===== config.mk =====
export PLATFORM = sky130hd
export DESIGN_NAME = vga_timing_gen
export DESIGN_NICKNAME = d
export VERILOG_FILES = /design/src/rtl/vga_timing_gen.sv
export SDC_FILE = /design/constraint.sdc
export NUM_CORES = 1
export LEC_CHECK = 0
export ABC_AREA = 1
export CAP_MARGIN = 15
export CORE_ASPECT_RATIO = 1.25
export CORE_MARGIN = 3
export CORE_UTILIZATION = 51
export CTS_BUF_LIST = sky130_fd_sc_hd__clkbuf_4
export DETAILED_ROUTE_END_ITERATION = 16
export GPL_TIMING_DRIVEN = 0
export PLACE_DENSITY_LB_ADDON = 0.2
export REMOVE_ABC_BUFFERS = 1
export SLEW_MARGIN = 20
export SYNTH_ARGS = -nofsm -noshare
export SYNTH_HDL_FRONTEND = slang
export SYNTH_SLANG_ARGS = --single-unit

===== constraint.sdc =====
create_clock -name clk -period 1.8 [get_ports clk]
set_clock_uncertainty 0.1 [all_clocks]
set_input_delay 0.36 -clock clk [delete_from_list [all_inputs] [get_ports clk]]
set_output_delay 0.36 -clock clk [all_outputs]
set_load 0.01 [all_outputs]

===== src/rtl/vga_timing_gen.sv =====
// VGA-style raster timing generator with a pixel-clock divider, sync generation and a
// built-in pattern source. Sync and colour outputs lag the x/y counters by one pixel period.
module vga_timing_gen #(
  parameter int H_ACTIVE   = 640,
  parameter int H_FP       = 16,
  parameter int H_SYNC     = 96,
  parameter int H_BP       = 48,
  parameter int V_ACTIVE   = 480,
  parameter int V_FP       = 10,
  parameter int V_SYNC     = 2,
  parameter int V_BP       = 33,
  parameter bit HSYNC_POL  = 1'b0,
  parameter bit VSYNC_POL  = 1'b0,
  parameter int COLOR_BITS = 4,
  parameter int PIX_DIV    = 2,
  localparam int H_TOTAL   = H_ACTIVE + H_FP + H_SYNC + H_BP,
  localparam int V_TOTAL   = V_ACTIVE + V_FP + V_SYNC + V_BP,
  localparam int XW        = $clog2(H_TOTAL),
  localparam int YW        = $clog2(V_TOTAL)
) (
  input  logic                    clk,
  input  logic                    reset,
  input  logic [1:0]              mode,
  input  logic [3*COLOR_BITS-1:0] ext_rgb,
  output logic [XW-1:0]           x,
  output logic [YW-1:0]           y,
  output logic                    active,
  output logic                    pix_tick,
  output logic                    frame_start,
  output logic                    hsync,
  output logic                    vsync,
  output logic [COLOR_BITS-1:0]   red,
  output logic [COLOR_BITS-1:0]   green,
  output logic [COLOR_BITS-1:0]   blue
);

  localparam logic [1:0] MODE_BARS  = 2'd1;
  localparam logic [1:0] MODE_CHECK = 2'd2;
  localparam logic [1:0] MODE_EXT   = 2'd3;

  if (H_FP == 0 || H_SYNC == 0 || H_BP == 0 || V_FP == 0 || V_SYNC == 0 || V_BP == 0
      || PIX_DIV < 1) begin : g_bad_params
    $error("vga_timing_gen: porch/sync widths must be non-zero and PIX_DIV >= 1");
  end

  // pix_tick is the single pixel strobe: every counter and output register advances only on it.
  if (PIX_DIV == 1) begin : g_no_div
    assign pix_tick = 1'b1;
  end else begin : g_div
    localparam int DW = $clog2(PIX_DIV);
    logic [DW-1:0] div;

    always_ff @(posedge clk) begin
      if (reset) begin
        div <= '0;
      end else if (div == DW'(PIX_DIV - 1)) begin
        div <= '0;
      end else begin
        div <= div + 1'b1;
      end
    end

    assign pix_tick = (div == DW'(PIX_DIV - 1));
  end

  always_ff @(posedge clk) begin
    if (reset) begin
      x <= '0;
      y <= '0;
    end else if (pix_tick) begin
      if (x == XW'(H_TOTAL - 1)) begin
        x <= '0;
        y <= (y == YW'(V_TOTAL - 1)) ? '0 : y + 1'b1;
      end else begin
        x <= x + 1'b1;
      end
    end
  end

  logic h_sync_on;
  logic v_sync_on;

  assign active      = (x < XW'(H_ACTIVE)) && (y < YW'(V_ACTIVE));
  assign frame_start = pix_tick && (x == '0) && (y == '0);
  assign h_sync_on   = (x >= XW'(H_ACTIVE + H_FP)) && (x < XW'(H_ACTIVE + H_FP + H_SYNC));
  assign v_sync_on   = (y >= YW'(V_ACTIVE + V_FP)) && (y < YW'(V_ACTIVE + V_FP + V_SYNC));

  // Checkerboard squares are 32 pixels; narrow counters never reach bit 5.
  logic x_bit5;
  logic y_bit5;

  if (XW > 5) begin : g_x5
    assign x_bit5 = x[5];
  end else begin : g_no_x5
    assign x_bit5 = 1'b0;
  end

  if (YW > 5) begin : g_y5
    assign y_bit5 = y[5];
  end else begin : g_no_y5
    assign y_bit5 = 1'b0;
  end

  // Bar index = floor(x*8/H_ACTIVE), found as the number of ceil(k*H_ACTIVE/8) thresholds passed.
  logic [2:0] bar_idx;

  always_comb begin
    bar_idx = '0;
    for (int k = 1; k < 8; k++) begin
      if (x >= XW'((k * H_ACTIVE + 7) / 8)) begin
        bar_idx = 3'(k);
      end
    end
  end

  // The pixel at (0,0) already uses the mode being latched on frame_start.
  logic [1:0] mode_q;
  logic [1:0] eff_mode;

  assign eff_mode = frame_start ? mode : mode_q;

  logic [COLOR_BITS-1:0] red_n;
  logic [COLOR_BITS-1:0] green_n;
  logic [COLOR_BITS-1:0] blue_n;

  always_comb begin
    red_n   = '0;
    green_n = '0;
    blue_n  = '0;
    if (active) begin
      case (eff_mode)
        MODE_BARS: begin
          // Bar order white, yellow, cyan, green, magenta, red, blue, black.
          red_n   = {COLOR_BITS{~bar_idx[1]}};
          green_n = {COLOR_BITS{~bar_idx[2]}};
          blue_n  = {COLOR_BITS{~bar_idx[0]}};
        end
        MODE_CHECK: begin
          red_n   = {COLOR_BITS{x_bit5 ^ y_bit5}};
          green_n = {COLOR_BITS{x_bit5 ^ y_bit5}};
          blue_n  = {COLOR_BITS{x_bit5 ^ y_bit5}};
        end
        MODE_EXT: begin
          {red_n, green_n, blue_n} = ext_rgb;
        end
        default: begin
          red_n   = '0;
          green_n = '0;
          blue_n  = '0;
        end
      endcase
    end
  end

  always_ff @(posedge clk) begin
    if (reset) begin
      hsync  <= ~HSYNC_POL;
      vsync  <= ~VSYNC_POL;
      red    <= '0;
      green  <= '0;
      blue   <= '0;
      mode_q <= mode;
    end else begin
      if (frame_start) begin
        mode_q <= mode;
      end
      if (pix_tick) begin
        hsync <= h_sync_on ? HSYNC_POL : ~HSYNC_POL;
        vsync <= v_sync_on ? VSYNC_POL : ~VSYNC_POL;
        red   <= red_n;
        green <= green_n;
        blue  <= blue_n;
      end
    end
  end

endmodule

==> flow_summary.json, run 1 <==
{
  "pin_count": 53,
  "slew_headroom": 0.5925,
  "fp.dieW_um": 63.30,
  "antenna_cells": 0,
  "grt-ovfl-total": 0,
  "final_cells": 445,
  "power_density_nw_per_um2": 523.1,
  "period_needed_ps": 1850,
  "critPathSlowestCell": "dfxtp_4",
  "wl_per_cell_um": 14.67,
  "p_int_mw": 1.170,
  "wirelength_um": 6526,
  "final_cell_area_sq_um": 3217,
  "routed-via-count": 2427,
  "worst_pin_slew_ps": 610.3,
  "end_kind": "output port",
  "violations": "setup timing",
  "first_iter_violations": 138,
  "r2r-end": "red[1]",
  "ant_nets": 0,
  "yosysSeqAreaShare": 0.3539,
  "grt_pass1_vias": 2232,
  "place_congestion": 0.9068,
  "hp-class": "reg -> reg",
  "cts_buffers": 5,
  "crit_required_ps": 1340,
  "die_height_um": 77.63,
  "areaGrowthSynthToFinish_pct": 53.68,
  "regToRegStartpoint": "x[6]",
  "crit_type": "reg -> out",
  "p_leak_nw": 1.496,
  "syn_avg_cell_area_sq_um": 6.752,
  "worst_ep_arrival_time_ps": 1390,
  "holdCritStartpoint": "red[0]",
  "cts-root-buf": "clkbuf_4",
  "grt_pass1_wl_um": 9542,
  "num_rows": 25,
  "comb_power_share": 0.236,
  "hold_viol": 0,
  "hold-path-endpoint": "red[0]",
  "synthCells": 310,
  "timing.reg2reg.setup_slack_ps": 10,
  "clk_path_buf_depth": 2,
  "fill_cells": 263,
  "cts_tree": "built",
  "worst_slack_ps": -49.58,
  "die-area_sq_um": 4914,
  "startpoint": "y[4]",
  "switching_share": 0.3047,
  "dp.cells": 409,
  "p_sw_mw": 0.5127,
  "cts_max_level": 2,
  "drc": 0,
  "cp_cell_sequence": "nor2_2 > nand2_2 > nor2_4 > nand3_2 > inv_1 > buf_2",
  "power_frac_seq": 0.506,
  "fp.coreArea_sq_um": 3879,
  "whs_path_depth": 2,
  "firstDrtPassIters": 5,
  "initial_utilization": 0.5397,
  "layout_commonest_cell": "nand2_1",
  "yosysUniqueCellTypes": 32,
  "dp_hpwl_um": 3682,
  "routed_via_density": 5.454,
  "setup_viol": 1,
  "ys.warnings.count": 0,
  "dpl_cell_area_sq_um": 2630,
  "crit_family": "simple AND/OR/NAND/NOR gates",
  "netlist_area_sq_um": 2093,
  "peakVddDrop_uv": 387.5,
  "critPathBufInv": 2,
  "grt_max_degree": 15,
  "path_max_fanout": 7,
  "synth-seq-cells": 37,
  "cpPeakStageDelay_ps": 390,
  "clkPwrFrac": 0.259,
  "fin_crit_sh": 1.028,
  "rsz0062_at_grt": "true",
  "most-common-layout-cells": "nand2_1, clkdlybuf4s50_1, buf_4, nor2_1, inv_1",
  "cp.depth": 6,
  "drive_gt1_frac": 0.3095,
  "r2r_cells": 12,
  "max_freq_mhz": 540.7,
  "total_power_mw": 1.683,
  "clk_latency_ps": 360,
  "ctsHoldBuffers": 0,
  "clock-sinks": 37,
  "antenna_found_initial": 0,
  "cts.clk_slew.worst_paths_ps": 110,
  "drv_cap": 0,
  "grt.total_usage": 0.2401,
  "port_buffers": 52,
  "outcome": "finished, violations left",
  "nets": 411,
  "crit_path_start_kind": "flip-flop",
  "pre_cts_ws_ps": -762.0,
  "drv_slew": 0
}
## power groups by stage
stage,Clock [mW],Sequential (mW),Combinational (mW)
2_1_floorplan,0,0.899,0.174
3_3_place_gp,0,0.887,0.309
3_5_place_dp,0,0.888,0.313
4_1_cts,0.441,0.855,0.349
5_1_grt,0.480,0.856,0.436
6_report,0.435,0.851,0.397
## sequential cells by signal, summed over array words and instances (netlist names)
register,count
mode_q,2
red,4
x,10
pix_tick,1
y,10
blue,4
hsync,1
green,4
vsync,1
## how the worst max path moves through the flow
stage,end,slack [ps]
after floorplan,y[9],80
after global placement,vsync,-770
after detailed placement,vsync,-760
after CTS,frame_start,-40
after global routing,red[2],-180
final,frame_start,-50
## routing by layer
metal / vias up / track usage / wire (um)
met4: 0 / 0.1123 / 359
met2: 135 / 0.4340 / 3265
met1: 1082 / 0.2606 / 2461
met5: - / 0 / 0
li1: 1163 / - / -
met3: 47 / 0.05789 / 440
## stage by stage
stage | utilization | hold WS [ps] | TNS, ps
2_1_floorplan | - | 329.1 | 0
3_3_place_gp | 0.6781 | 336.2 | -11240
3_5_place_dp | 0.6781 | 340.1 | -10410
4_1_cts | 0.7581 | 360.3 | -35.06
5_1_grt | 0.8294 | 388.6 | -2221
6_report | 0.8294 | 357.5 | -49.58
## worst reg2reg max path, cell delays in order, from the launching register on
cell and delay, ps:
dfxtp_4 390, nor2_4 150, nand2_2 100, nor2_4 120
buf_4 140, nand4_4 130, nand2_8 140, inv_8 50
nor2_4 170, nand2_1 70, nand3_1 60, nand2_1 60
nand2_1 60
## logic make-up (layout without fill, tap and decap cells)
kind of cell               after synthesis  count (layout)  share of synthesized area
xor gates and xnor gates                 8               8                    0.03347
buffers and inverters                   44             124                    0.09086
AOI/OAI and AO/OA                       27              27                    0.08010
DFF                                     37              37                     0.3539
adders and majority gates                4               4                    0.02391
and+or+nand+nor                        190             191                     0.4178
## synthesized netlist by cell type, drive strengths merged
master	count	share of area
nand2	104	0.19
o211ai	1	0.0036
a2111oi	1	0.0042
o21a	2	0.0072
dfxtp	37	0.35
nand3	24	0.068
a21oi	8	0.025
xor2	8	0.033
inv	37	0.066
nor3	10	0.026
nor2	40	0.088
nand4	7	0.024
ha	4	0.024
nor3b	4	0.014
nor4	1	0.0030
o22ai	1	0.0030
buf	5	0.021
o2111ai	1	0.0042
clkbuf	2	0.0036
o21ai	11	0.026
a311oi	1	0.0042
a31oi	1	0.0030
## what timing repair did
action,in CTS,in global routing
cloned,0,1
pin swaps,10,26
gates resized for setup,62,60
buffers inserted,18,10
endpoints found under the setup margin,39,35
## cell type report
type                            instances  area, sq um  area share
Multi-Input combinational cell        230         1375      0.4275
Sequential cell                        37        807.0      0.2509
Timing Repair Buffer                   80        762.0      0.2369
Inverter                               37        156.4     0.04862
Tap cell                               54        67.56     0.02100
Clock buffer                            6        45.04     0.01400
Clock inverter                          1        3.754    0.001167
(Power assumes the default switching activity.)
==> inputs of run 2 (changes only) <==
--- a/config.mk
+++ b/config.mk
@@ -13,7 +13,7 @@
 export CTS_BUF_LIST = sky130_fd_sc_hd__clkbuf_4
 export DETAILED_ROUTE_END_ITERATION = 16
 export GPL_TIMING_DRIVEN = 0
-export PLACE_DENSITY_LB_ADDON = 0.2
+export PLACE_DENSITY_LB_ADDON = 0.3
 export REMOVE_ABC_BUFFERS = 1
 export SLEW_MARGIN = 20
 export SYNTH_ARGS = -nofsm -noshare
==> run 2 against run 1 <==
  * The run still ends with setup timing left
  * Total power shrank 2.6%
  * Largest power group unchanged
  * Critical endpoint unchanged
  * Core utilization shrank 2.1 points
  * Routed wire length shrank 7.3%
  * Cell area shrank 2.5%
  * Critical path depth grew 1
  * First-iteration DRC count grew 17%
  * Non-clock buffer count shrank 1
  * Register-to-register slack gained 20 ps
==> flow_summary.json, run 2 (same netlist as run 1, synthesis figures left out) <==
{
  "antenna_found_initial": 0,
  "end_kind": "output port",
  "num_rows": 25,
  "areaGrowthSynthToFinish_pct": 49.79,
  "wl_per_cell_um": 13.62,
  "dp.cells": 409,
  "power_density_nw_per_um2": 522.5,
  "drive_gt1_frac": 0.2846,
  "routed_via_density": 5.153,
  "fin_setup_tns_ps": -58.25,
  "cts_buffers": 5,
  "final_cell_area_sq_um": 3136,
  "firstDrtPassIters": 4,
  "routed-via-count": 2288,
  "peakVddDrop_uv": 484.9,
  "drv_cap": 0,
  "path_max_fanout": 4,
  "drv_slew": 0,
  "worst_slack_ps": -58.25,
  "crit_type": "reg -> out",
  "crit_required_ps": 1340,
  "place_congestion": 0.9022,
  "port_buffers": 52,
  "cts-root-buf": "clkbuf_4",
  "clk_path_buf_depth": 2,
  "outcome": "finished, violations left",
  "worst_pin_slew_ps": 650.5,
  "fp.coreArea_sq_um": 3879,
  "crit_path_start_kind": "flip-flop",
  "first_iter_violations": 161,
  "clk_latency_ps": 350,
  "ant_nets": 0,
  "wirelength_um": 6049,
  "die_height_um": 77.63,
  "hp-class": "reg -> reg",
  "grt_max_degree": 15,
  "period_needed_ps": 1858,
  "clock-sinks": 37,
  "p_leak_nw": 1.531,
  "dp_hpwl_um": 3637,
  "grt-ovfl-total": 0,
  "worst_ep_arrival_time_ps": 1400,
  "drc": 0,
  "final_cells": 444,
  "initial_utilization": 0.5397,
  "cts_tree": "built",
  "fin_crit_sh": 1.032,
  "hold_viol": 0,
  "dpl_cell_area_sq_um": 2630,
  "most-common-layout-cells": "nand2_1, clkdlybuf4s50_1, buf_4, nor2_1, inv_1",
  "layout_commonest_cell": "nand2_1",
  "rsz0062_at_grt": "true",
  "fp.dieW_um": 63.30,
  "die-area_sq_um": 4914,
  "ctsHoldBuffers": 0,
  "setup_viol": 1,
  "antenna_cells": 0,
  "grt_pass1_vias": 2098,
  "cts_max_level": 2,
  "nets": 409,
  "cts.clk_slew.worst_paths_ps": 110,
  "max_freq_mhz": 538.1,
  "grt_pass1_wl_um": 8963,
  "pin_count": 53,
  "reg_top3": "x x10, y x10",
  "violations": "setup timing",
  "slew_headroom": 0.5656,
  "grt.total_usage": 0.2258
}
-- run 2: cell types whose count changed in the layout (fill, tap and decap cells not counted), sizes merged --
| cell | previous run | this run |
|---|---|---|
| clkdlybuf4s50 | 41 | 36 |
| dlygate4sd2 | 3 | 5 |
| clkbuf | 6 | 5 |
| dlymetal6s2s | 6 | 9 |
| nand3 | 25 | 24 |
| clkinv | 1 | 3 |
| buf | 30 | 29 |
-- run 2: report_power, final --
group          internal, mW  total (mW)  leakage [nW]  switching [mW]
logic                 0.166       0.367          1.19           0.201
registers             0.833       0.853         0.315          0.0194
clock network         0.141       0.419        0.0300           0.278
-- run 2: area by class of cell --
| type | instances | area, sq um |
|---|---|---|
| Clock buffer | 5 | 37.54 |
| Clock inverter | 3 | 12.51 |
| Fill cell | 264 | 743.2 |
| Inverter | 37 | 151.4 |
| Multi-Input combinational cell | 229 | 1325 |
| Sequential cell | 37 | 799.5 |
| Tap cell | 54 | 67.56 |
| Timing Repair Buffer | 79 | 742.0 |
-- run 2: critical path, cell delays in order (launching register included) --
cell	delay, ps
dfxtp_2	350
inv_4	80
ha_4	150
nand2_4	60
nor2_4	110
nand3_2	110
inv_1	60
buf_2	120
-- run 2: through the flow --
stage | hold WS [ps] | utilization | setup slack (ps) | power (mW)
2_1_floorplan | 329.1 | - | 75.38 | 1.073
3_3_place_gp | 335.5 | 0.6781 | -761.4 | 1.196
3_5_place_dp | 340.8 | 0.6781 | -736.8 | 1.199
4_1_cts | 359.4 | 0.7377 | -75.39 | 1.624
5_1_grt | 375.0 | 0.8084 | -147.7 | 1.725
6_report | 356.0 | 0.8084 | -58.25 | 1.638
-- run 2: timing repair --
item | in CTS | in global routing
endpoints found under the setup margin | 40 | 31
pin swaps | 7 | 16
buffers inserted | 10 | 17
resized for setup | 62 | 44
-- run 2: final timing paths --
| kind | from | end | slack [ps] | depth (start not counted) |
|---|---|---|---|---|
| worst min register to register | red[3] | red[3] | 360 | 2 |
| worst min-delay path | red[3] | red[3] | 360 | 2 |
| worst max register to register | y[0] | blue[0] | 30 | 14 |
| worst max-delay path | y[0] | frame_start | -60 | 7 |
-- run 2: layer usage --
metal  track usage  routed length (um)
met1        0.2495                2349
met2        0.4065                3175
met3       0.05789                 371
met4       0.09287                 153
met5             0                   0
==> inputs of run 3 (changes only) <==
==> constraint.sdc (replaced) <==
create_clock -name clk -period 1.8 [get_ports clk]
set_clock_uncertainty 0.1 [all_clocks]
set_input_delay 0.36 -clock clk [delete_from_list [all_inputs] [get_ports clk]]
set_output_delay 0.36 -clock clk [all_outputs]
set_load 0.02 [all_outputs]
==> run 3 against run 2 <==
  * The flow still finishes with violations (setup timing)
  * Sequential power up 0.5%
  * Core utilization up 2.2 points
  * Routed wire length up 1.1%
  * Cell count up 0.23%
  * Via count up 1.4%
  * Register-to-register slack worse by 30 ps
  * Clock power up 2%
  * Critical path type unchanged
  * Critical endpoint unchanged
  * Largest cell class unchanged
  * Highest routed layer unchanged
==> flow_summary.json, run 3 (same netlist as run 1, synthesis figures left out) <==
{
  "crit_path_start_kind": "flip-flop",
  "place_congestion": 0.9022,
  "die_height_um": 77.63,
  "whs_path_depth": 2,
  "routed_via_density": 5.216,
  "grt_pass1_vias": 2104,
  "cts_tree": "built",
  "clock-sinks": 37,
  "violations": "setup timing",
  "critPathBufInv": 3,
  "pin_count": 53,
  "layout_commonest_cell": "nand2_1",
  "regToRegStartpoint": "y[1]",
  "comb_power_share": 0.244,
  "critPathSlowestCell": "dfxtp_2",
  "hold_viol": 0,
  "p_sw_mw": 0.5371,
  "fin_crit_sh": 1.052,
  "drv_slew": 0,
  "cts_max_level": 2,
  "clkPwrFrac": 0.252,
  "worst_slack_ps": -93.02,
  "cts-root-buf": "clkbuf_4",
  "power_density_nw_per_um2": 528.2,
  "nets": 410,
  "fp.coreArea_sq_um": 3879,
  "wl_per_cell_um": 13.74,
  "routed-via-count": 2321,
  "cpPeakStageDelay_ps": 370,
  "fp.dieW_um": 63.30,
  "num_rows": 25,
  "power_frac_seq": 0.504,
  "die-area_sq_um": 4914,
  "clk_path_buf_depth": 2,
  "final_util": 0.8300,
  "drv_cap": 0,
  "rsz0062_at_grt": "true",
  "dp.cells": 409,
  "most-common-layout-cells": "nand2_1, buf_4, nor2_1, inv_1, dlymetal6s2s_1",
  "crit_type": "reg -> out",
  "grt_pass1_wl_um": 9121,
  "grt-ovfl-total": 0,
  "firstDrtPassIters": 4,
  "r2r_cells": 14,
  "ant_nets": 0,
  "clk_latency_ps": 370,
  "r2r-end": "blue[0]",
  "max_freq_mhz": 528.3,
  "antenna_cells": 0,
  "cp.depth": 7,
  "setup_viol": 2,
  "wirelength_um": 6114,
  "end_kind": "output port",
  "p_int_mw": 1.163,
  "grt.total_usage": 0.2295,
  "period_needed_ps": 1893,
  "cts.clk_slew.worst_paths_ps": 120,
  "path_max_fanout": 3,
  "startpoint": "y[1]",
  "crit_required_ps": 1340,
  "peakVddDrop_uv": 456.9,
  "drc": 0,
  "crit_family": "flip-flops",
  "slew_headroom": 0.5993,
  "cts_buffers": 5,
  "final_cells": 445,
  "areaGrowthSynthToFinish_pct": 53.80,
  "switching_share": 0.3159,
  "timing.reg2reg.setup_slack_ps": 0,
  "drive_gt1_frac": 0.3018,
  "cp_cell_sequence": "inv_4 > ha_4 > nand2_4 > nor2_4 > nand3_2 > inv_2 > buf_6",
  "crit_end": "frame_start",
  "reg_top3": "x x10, y x10",
  "worst_ep_arrival_time_ps": 1430,
  "grt_max_degree": 15,
  "port_buffers": 52,
  "antenna_found_initial": 0,
  "worst_pin_slew_ps": 600.1,
  "dp_hpwl_um": 3637,
  "first_iter_violations": 182,
  "initial_utilization": 0.5397,
  "p_leak_nw": 1.742,
  "hp-class": "reg -> reg",
  "outcome": "finished, violations left"
}
-- run 3: cell count changes in the layout (fill, tap and decap cells not counted), moves of 3 or more --
cell             previous run  this run
dfxtp_2                     8        12
dlymetal6s2s_1              9        18
clkdlybuf4s50_1            36        15
dlygate4sd2_1               5        17
nand2_1                    96        93
dfxtp_4                    13         8
nand2_2                     4         7
buf_6                       0         4
-- run 3: final cells by class --
| type | count | area, sq um |
|---|---|---|
| Clock buffer | 5 | 37.54 |
| Clock inverter | 3 | 12.51 |
| Sequential cell | 37 | 785.8 |
| Inverter | 37 | 148.9 |
| Timing Repair Buffer | 80 | 789.5 |
| Fill cell | 255 | 659.4 |
| Multi-Input combinational cell | 229 | 1378 |
| Tap cell | 54 | 67.56 |
-- run 3: worst min path at each step --
stage	end	startpoint	slack, ps
floorplan	y[8]	reset	330
global placement	green[0]	green[0]	340
detailed placement	red[3]	red[3]	340
CTS	red[3]	red[3]	360
global route	green[0]	green[0]	370
finish	blue[3]	blue[3]	350
-- run 3: per-layer routing --
metal / wire length (um) / GRT usage / part of all wire / up-vias
met3: 392 / 0.05933 / 0.064 / 16
met2: 3218 / 0.4023 / 0.53 / 84
li1: - / - / - / 1153
met4: 138 / 0.09071 / 0.023 / 0
met1: 2365 / 0.2640 / 0.39 / 1068
met5: 0 / 0 / 0 / -
-- run 3: metrics by stage --
step           power, mW  hold WS (ps)  instance area (sq um)  worst slack [ps]  setup TNS, ps
6_report           1.700         352.4                   3219            -93.02         -96.42
5_1_grt            1.786         373.2                   3219            -174.9          -1416
4_1_cts            1.657         359.7                   2853            -103.9         -230.7
3_5_place_dp       1.221         340.8                   2630            -736.8         -10290
3_3_place_gp       1.217         335.5                   2630            -761.4         -11160
2_1_floorplan      1.094         329.1                   2042            -36.03         -36.03
-- run 3: worst min-delay path, stage by stage (launching register included) --
cell     delay [ps]
dfxtp_1         320
nand2_1          60
nand2_1          40
-- run 3: power by group through the flow --
stage               logic (mW)  registers [mW]  clock network, mW
detailed placement       0.333           0.888                  0
global placement         0.331           0.886                  0
finish                   0.414           0.857              0.429
floorplan                0.176           0.918                  0
CTS                      0.364           0.867              0.426
global route             0.451           0.862              0.472
-- run 3: repair_timing --
item,4_1_cts,5_1_grt
resized for setup,63,76
setup endpoints to repair,45,48
hold buffers,0,0
setup buffers,12,17
endpoints found under the hold margin,0,0
pin swaps,8,19
